===== config.mk =====
export PLATFORM = sky130hd
export DESIGN_NAME = param_sync_fifo_flat
export DESIGN_NICKNAME = d
export VERILOG_FILES = /design/src/rtl/param_sync_fifo_if.sv /design/src/rtl/param_sync_fifo.sv /design/src/flat_wrapper.sv
export SDC_FILE = /design/constraint.sdc
export NUM_CORES = 1
export LEC_CHECK = 0
export ABC_CLOCK_PERIOD_IN_PS = 8400
export CAP_MARGIN = 30
export CELL_PAD_IN_SITES_DETAIL_PLACEMENT = 1
export CELL_PAD_IN_SITES_GLOBAL_PLACEMENT = 1
export CORE_AREA = 5 5 192 194
export DETAILED_ROUTE_END_ITERATION = 10
export DIE_AREA = 0 0 197 199
export PLACE_DENSITY_LB_ADDON = 0.1
export REMOVE_ABC_BUFFERS = 1
export SLEW_MARGIN = 20
export SYNTH_ARGS = -nofsm -noshare
export SYNTH_HDL_FRONTEND = slang
export SYNTH_SLANG_ARGS = --single-unit

===== constraint.sdc =====
create_clock -name clk -period 8.4 [get_ports clk]
set_input_delay 1.68 -clock clk [delete_from_list [all_inputs] [get_ports clk]]
set_output_delay 1.68 -clock clk [all_outputs]
set_load 0.01 [all_outputs]

===== src/rtl/param_sync_fifo_if.sv =====
// Handshake and status bundle for param_sync_fifo.
// The master drives requests and write data, and the slave (the FIFO)
// returns read data, the flags and the occupancy count.
interface param_sync_fifo_if #(
    parameter int DATA_WIDTH = 8,
    parameter int DEPTH      = 32
);
    localparam int ADDR_W = $clog2(DEPTH);

    logic                  flush;
    logic                  wr_en;
    logic [DATA_WIDTH-1:0] data_in;
    logic                  rd_en;
    logic [DATA_WIDTH-1:0] data_out;
    logic                  valid;
    logic                  full;
    logic                  empty;
    logic                  almost_full;
    logic                  almost_empty;
    logic                  overflow;
    logic                  underflow;
    logic [ADDR_W:0]       count;

    modport master (
        output flush, wr_en, data_in, rd_en,
        input  data_out, valid, full, empty, almost_full, almost_empty,
               overflow, underflow, count
    );

    modport slave (
        input  flush, wr_en, data_in, rd_en,
        output data_out, valid, full, empty, almost_full, almost_empty,
               overflow, underflow, count
    );
endinterface


===== src/rtl/param_sync_fifo.sv =====
// Single-clock FIFO with a parameterised width and depth, almost-full and
// almost-empty thresholds, and a choice of registered or first-word-fall-through
// read data.
// The flags are decoded from the registered count, so they carry no extra
// latency. Requests are accepted using only those registered flags.
module param_sync_fifo #(
    parameter int DATA_WIDTH = 8,
    parameter int DEPTH      = 32,
    parameter int AF_THRESH  = DEPTH - 2,
    parameter int AE_THRESH  = 2,
    parameter bit FWFT       = 1'b0
) (
    input logic clk,
    input logic rst,
    param_sync_fifo_if.slave bus
);
    localparam int ADDR_W = $clog2(DEPTH);

    localparam logic [ADDR_W:0]   CNT_FULL = DEPTH[ADDR_W:0];
    localparam logic [ADDR_W:0]   AF_LVL   = AF_THRESH[ADDR_W:0];
    localparam logic [ADDR_W:0]   AE_LVL   = AE_THRESH[ADDR_W:0];
    localparam logic [ADDR_W:0]   CNT_ONE  = 1;
    localparam logic [ADDR_W-1:0] PTR_ONE  = 1;

    logic [DATA_WIDTH-1:0] mem [DEPTH];
    logic [ADDR_W-1:0]     wr_ptr;
    logic [ADDR_W-1:0]     rd_ptr;
    logic [ADDR_W:0]       count;
    logic                  full;
    logic                  empty;
    logic                  wr_accept;
    logic                  rd_accept;
    logic                  overflow;
    logic                  underflow;

    // Flag decode and request acceptance, based only on the registered count.
    // NOTE: every signal gets a value on every path, so no latch is inferred.
    always_comb begin
        full      = (count == CNT_FULL);
        empty     = (count == '0);
        wr_accept = bus.wr_en & ~full  & ~bus.flush;
        rd_accept = bus.rd_en & ~empty & ~bus.flush;
    end

    assign bus.full         = full;
    assign bus.empty        = empty;
    assign bus.almost_full  = (count >= AF_LVL);
    assign bus.almost_empty = (count <= AE_LVL);
    assign bus.count        = count;
    assign bus.overflow     = overflow;
    assign bus.underflow    = underflow;

    // Storage write port. A rejected write leaves memory untouched.
    // NOTE: memory is left out of reset on purpose. Clearing the pointers and
    // count is enough to discard stored words, and a reset-free array maps
    // onto RAM.
    always_ff @(posedge clk) begin
        if (wr_accept) begin
            mem[wr_ptr] <= bus.data_in;
        end
    end

    // Pointer and occupancy tracking. Flush takes priority over any request.
    // NOTE: sequential state uses non-blocking assignments so that every
    // register samples the values from before the edge.
    always_ff @(posedge clk or posedge rst) begin
        if (rst) begin
            wr_ptr <= '0;
            rd_ptr <= '0;
            count  <= '0;
        end else if (bus.flush) begin
            wr_ptr <= '0;
            rd_ptr <= '0;
            count  <= '0;
        end else begin
            if (wr_accept) wr_ptr <= wr_ptr + PTR_ONE;
            if (rd_accept) rd_ptr <= rd_ptr + PTR_ONE;
            case ({wr_accept, rd_accept})
                2'b10:   count <= count + CNT_ONE;
                2'b01:   count <= count - CNT_ONE;
                default: count <= count;
            endcase
        end
    end

    // One-cycle error pulses for rejected writes and rejected reads.
    always_ff @(posedge clk or posedge rst) begin
        if (rst) begin
            overflow  <= 1'b0;
            underflow <= 1'b0;
        end else begin
            overflow  <= bus.wr_en & full  & ~bus.flush;
            underflow <= bus.rd_en & empty & ~bus.flush;
        end
    end

    generate
        if (FWFT) begin : g_fwft
            // The head word is shown directly. It is zeroed while empty so
            // that stale or uninitialised memory never reaches the output.
            assign bus.data_out = empty ? '0 : mem[rd_ptr];
            assign bus.valid    = ~empty;
        end else begin : g_reg
            logic [DATA_WIDTH-1:0] dout_q;
            logic                  valid_q;

            // Registered read: latch the head on an accepted pop and raise
            // valid for one cycle. The data holds between reads.
            always_ff @(posedge clk or posedge rst) begin
                if (rst) begin
                    dout_q  <= '0;
                    valid_q <= 1'b0;
                end else if (bus.flush) begin
                    valid_q <= 1'b0;
                end else begin
                    valid_q <= rd_accept;
                    if (rd_accept) dout_q <= mem[rd_ptr];
                end
            end

            assign bus.data_out = dout_q;
            assign bus.valid    = valid_q;
        end
    endgenerate
endmodule


===== src/flat_wrapper.sv =====
// flat-port wrapper written by rule: the top's interface ports become plain ports
module param_sync_fifo_flat 
#(
    parameter int DATA_WIDTH = 8,
    parameter int DEPTH      = 32,
    parameter int AF_THRESH  = DEPTH - 2,
    parameter int AE_THRESH  = 2,
    parameter bit FWFT       = 1'b0
)
  (clk, rst, bus_flush, bus_wr_en, bus_data_in, bus_rd_en, bus_data_out, bus_valid, bus_full, bus_empty, bus_almost_full, bus_almost_empty, bus_overflow, bus_underflow, bus_count);
  param_sync_fifo_if #(.DATA_WIDTH(DATA_WIDTH), .DEPTH(DEPTH)) bus_i ();
  input logic clk;
  input logic rst;
  input wire logic [$bits(bus_i.flush)-1:0] bus_flush;
  input wire logic [$bits(bus_i.wr_en)-1:0] bus_wr_en;
  input wire logic [$bits(bus_i.data_in)-1:0] bus_data_in;
  input wire logic [$bits(bus_i.rd_en)-1:0] bus_rd_en;
  output wire logic [$bits(bus_i.data_out)-1:0] bus_data_out;
  output wire logic [$bits(bus_i.valid)-1:0] bus_valid;
  output wire logic [$bits(bus_i.full)-1:0] bus_full;
  output wire logic [$bits(bus_i.empty)-1:0] bus_empty;
  output wire logic [$bits(bus_i.almost_full)-1:0] bus_almost_full;
  output wire logic [$bits(bus_i.almost_empty)-1:0] bus_almost_empty;
  output wire logic [$bits(bus_i.overflow)-1:0] bus_overflow;
  output wire logic [$bits(bus_i.underflow)-1:0] bus_underflow;
  output wire logic [$bits(bus_i.count)-1:0] bus_count;
  assign bus_i.flush = bus_flush;
  assign bus_i.wr_en = bus_wr_en;
  assign bus_i.data_in = bus_data_in;
  assign bus_i.rd_en = bus_rd_en;
  assign bus_data_out = bus_i.data_out;
  assign bus_valid = bus_i.valid;
  assign bus_full = bus_i.full;
  assign bus_empty = bus_i.empty;
  assign bus_almost_full = bus_i.almost_full;
  assign bus_almost_empty = bus_i.almost_empty;
  assign bus_overflow = bus_i.overflow;
  assign bus_underflow = bus_i.underflow;
  assign bus_count = bus_i.count;
  param_sync_fifo #(.DATA_WIDTH(DATA_WIDTH), .DEPTH(DEPTH), .AF_THRESH(AF_THRESH), .AE_THRESH(AE_THRESH), .FWFT(FWFT)) u_core (.clk(clk), .rst(rst), .bus(bus_i));
endmodule

==> summary.md <==
| Metric | Value |
|---|---|
| Final hold vios | `0` |
| Vias in the first global route | `about 6.1k` |
| CTS buffer count | `31` |
| First-pass GRT wire length | `42100 um` |
| Worst Path Required | `6.72 ns` |
| Switching pwr | `962 uW` |
| Buffer and inverter count on the worst path | `1` |
| Area delta synth->final | `16.6%` |
| Root Driver | `clkbuf_16` |
| Die width | `between 150 and 200 um` |
| CTS tree | `built` |
| Crit path DAT | `~2.6 ns` |
| Critical Path End Type | `output port` |
| F_max | `approximately 0.23 GHz` |
| Flop pwr share | `between 40% and 50%` |
| Post-synthesis cell type count | `between 50 and 60` |
| Async SR Flop Fraction | `a little under a tenth` |
| Slew headroom | `between 30% and 40%` |
| Final setup TNS | `0 ns` |
| VDD IR max | `0.190 mV` |
| Net Sw Frac | `roughly 26%` |
| H-Tree Depth | `1` |
| Residual DRC | `0` |
| Sequential Area | `around 8400 um2` |
| DRT Pass-1 Iters | `4` |
| Post-synth EDFFs | `between 200 and 300` |
| Multi-input gate area | `2760 um2` |
| Finished Core Util | `between 30% and 40%` |
| Share of cells above drive strength 1 | `21.9%` |
| Routed Antenna Nets | `0` |
| Post-synthesis sequential area ratio | `roughly three quarters` |
| Core area | `between 30000 and 40000 um2` |
| Placed Area | `12200 um2` |
| CP cell instances | `or4_4 > nor3_1 > clkdlybuf4s50_1` |
| Static leakage | `between 4 and 5 nW` |
| CTS sink count | `between 200 and 300` |
| I/O pins | `34` |
| Power Internal | `2.78 mW` |
| Final period util | `just over 50%` |
| Cts hold-fix bufs | `0` |
| Mapped Avg Cell Area | `19.2 um2` |
| Drt total wl | `approximately 28000 um` |
| Syn Std Cell Area | `about 11000 um2` |
| Max Fanout on Critical Path | `10` |
| RSZ-0062 raised after global routing | `no` |
| Clock share of power | `a little under two fifths` |
| Worst Tran Pin Value | `about 0.9 ns` |
| Post-DR wirelength/cell | `approximately 25 um` |
| Total gr overflow | `0` |
| CP top delay family | `simple AND/OR/NAND/NOR gates` |
| Post-CTS sizing | `0` |
| Row cnt | `69` |
| Status | `completed` |
| Post-synth top flop | `edfxtp_1` |
| Max clock buf depth | `3` |
| Largest net degree at the start of global routing | `55` |
| Initial core utilization | `32.4%` |
| Combinational fraction of design power | `17.6%` |
| Endpoints failing setup | `0` |
| ANT cells | `0` |
| Post-DP HPWL | `approximately 18000 um` |
| CP Class | `reg -> out` |
| Commonest non-fill, non-tap cells in the layout | `edfxtp_1, mux4_2, nor2_1` |
| Fin cells | `about 1.1k` |
| Worst hold-check path type | `reg -> reg` |
| Vias | `around 5.6k` |
| Pwr Density | `roughly 280 nW/um2` |
| Gr usage total | `approximately 14%` |
| Clk pin slew, worst setup/hold paths | `roughly 0.060 ns` |
| Die area | `between 30000 and 40000 um2` |
| Chip Height | `just under 200 um` |
| Final Slew Violations | `0` |
| Dpl cells | `1065` |
| Flop and latch count out of synthesis | `283` |
| DR iter-0 viols | `about 420` |
| CP max stage delay | `0.65 ns` |
| Final clock skew | `between 0.015 and 0.02 ns` |
| Commonest non-fill, non-tap cell in the layout | `edfxtp_1` |
| Crit path launch type | `flop` |
| Placer Congestion | `roughly 0.75` |
| Fill count | `about 3.4k` |
| Ys Warns | `0` |
| Final Power | `3.75 mW` |
| Later-pin clock latency in the skew report | `about 0.55 ns` |
| I/O Buffers | `33` |
| Period minus WS final | `between 4 and 5 ns` |
| Net count, final | `between 600 and 700` |
| Buffer count from post-CTS setup fixing | `0` |
| Slowest CP cell | `or4_4` |
| Max-Cap Viols | `0` |
| Initial antenna violation count | `0` |
| Design area | `about 13000 um2` |
| Via-to-Cell Ratio | `between 5 and 6` |
| Cells after Synth | `roughly 590` |
## routing by layer
layer	global-route usage (%)	wire (um)	share of wire (%)
met3	2.32	1410	5.0
met5	0	0	0
met2	23.9	13400	48
met1	20.5	12700	45
met4	2.65	462	1.7
## area by class of cell
type,instances,share of cell area [%]
Clock buffer,41,6.45
Clock inverter,16,1.55
Inverter,8,0.227
Multi-Input combinational cell,269,20.9
Sequential cell,283,63.2
Tap cell,461,4.36
Timing Repair Buffer,45,3.35
## cells by family after synthesis
kind of cell,count (synthesis),share of synthesized area (%)
buffers and inverters,40,2.04
and+or+nand+nor,117,5.05
muxes,69,13.3
DFF,283,73.6
xor gates and xnor gates,11,1.01
AOI/OAI and AO/OA,64,4.10
adders and majority gates,8,0.881
## power groups by stage
stage,registers (mW),clock network (mW),logic (mW)
floorplan,1.73,0,0.398
global placement,1.72,0,0.666
detailed placement,1.72,0,0.676
CTS,1.69,1.45,0.677
global route,1.70,1.51,0.717
finish,1.68,1.40,0.661
## synthesized netlist by cell type, drive strengths merged (2+ instances only)
master	number	area, um2
nor3b	2	15.0
inv	8	30.0
o21ai	11	58.8
nand4	4	25.0
a211oi	2	15.0
or3b	2	17.5
dfrtp	27	676
nand3b	5	37.5
nand3	3	15.0
buf	21	135
o22ai	28	175
or4	9	71.3
nand2	24	90.1
clkbuf	10	47.5
ha	8	100
edfxtp	256	7690
o31a	2	18.8
nor2b	4	25.0
o31ai	4	43.8
a21oi	6	33.8
or3	2	12.5
mux4	65	1460
a41o	2	22.5
nor2	51	191
mux2i	3	30.0
nor3	3	20.0
xnor2	4	53.8
xor2	7	61.3
nand2b	4	25.0
## worst min-delay path, delay by kind of cell (launching register included)
kind	cells	cell delay (ns)
simple gates	1	0.06
compound gates	1	0.06
flops	1	0.40
## registers in the layout, summed over array words and instances (netlist names)
| register | count |
|---|---|
| u_core.rd_ptr | 5 |
| u_core.bus.underflow | 1 |
| u_core.bus.count | 6 |
| u_core.bus.valid | 1 |
| u_core.mem | 256 |
| u_core.bus.overflow | 1 |
| u_core.wr_ptr | 5 |
| u_core.bus.data_out | 8 |
## worst paths after layout
path / to / start / cells past startpoint / slack (ns)
hold / removal: u_core.bus.data_out[5] / u_core.bus.data_out[5] / 2 / 0.56
max in group asynchronous: u_core.rd_ptr[1] / rst / 3 / 6.44
min in group asynchronous: u_core.bus.valid / rst / 2 / 1.48
setup reg to reg: u_core.bus.count[5] / u_core.bus.count[2] / 9 / 4.72
setup / recovery: bus_empty / u_core.bus.count[2] / 3 / 4.09
hold reg to reg: u_core.bus.data_out[5] / u_core.bus.data_out[5] / 2 / 0.56
## stage by stage
stage	hold slack [ns]	worst slack (ns)
after floorplan	0.523	4.26
after global placement	0.557	3.38
after detailed placement	0.559	3.25
after CTS	0.573	3.83
after global routing	0.620	3.97
final	0.564	4.09
Power figures use the tool's default switching activity.
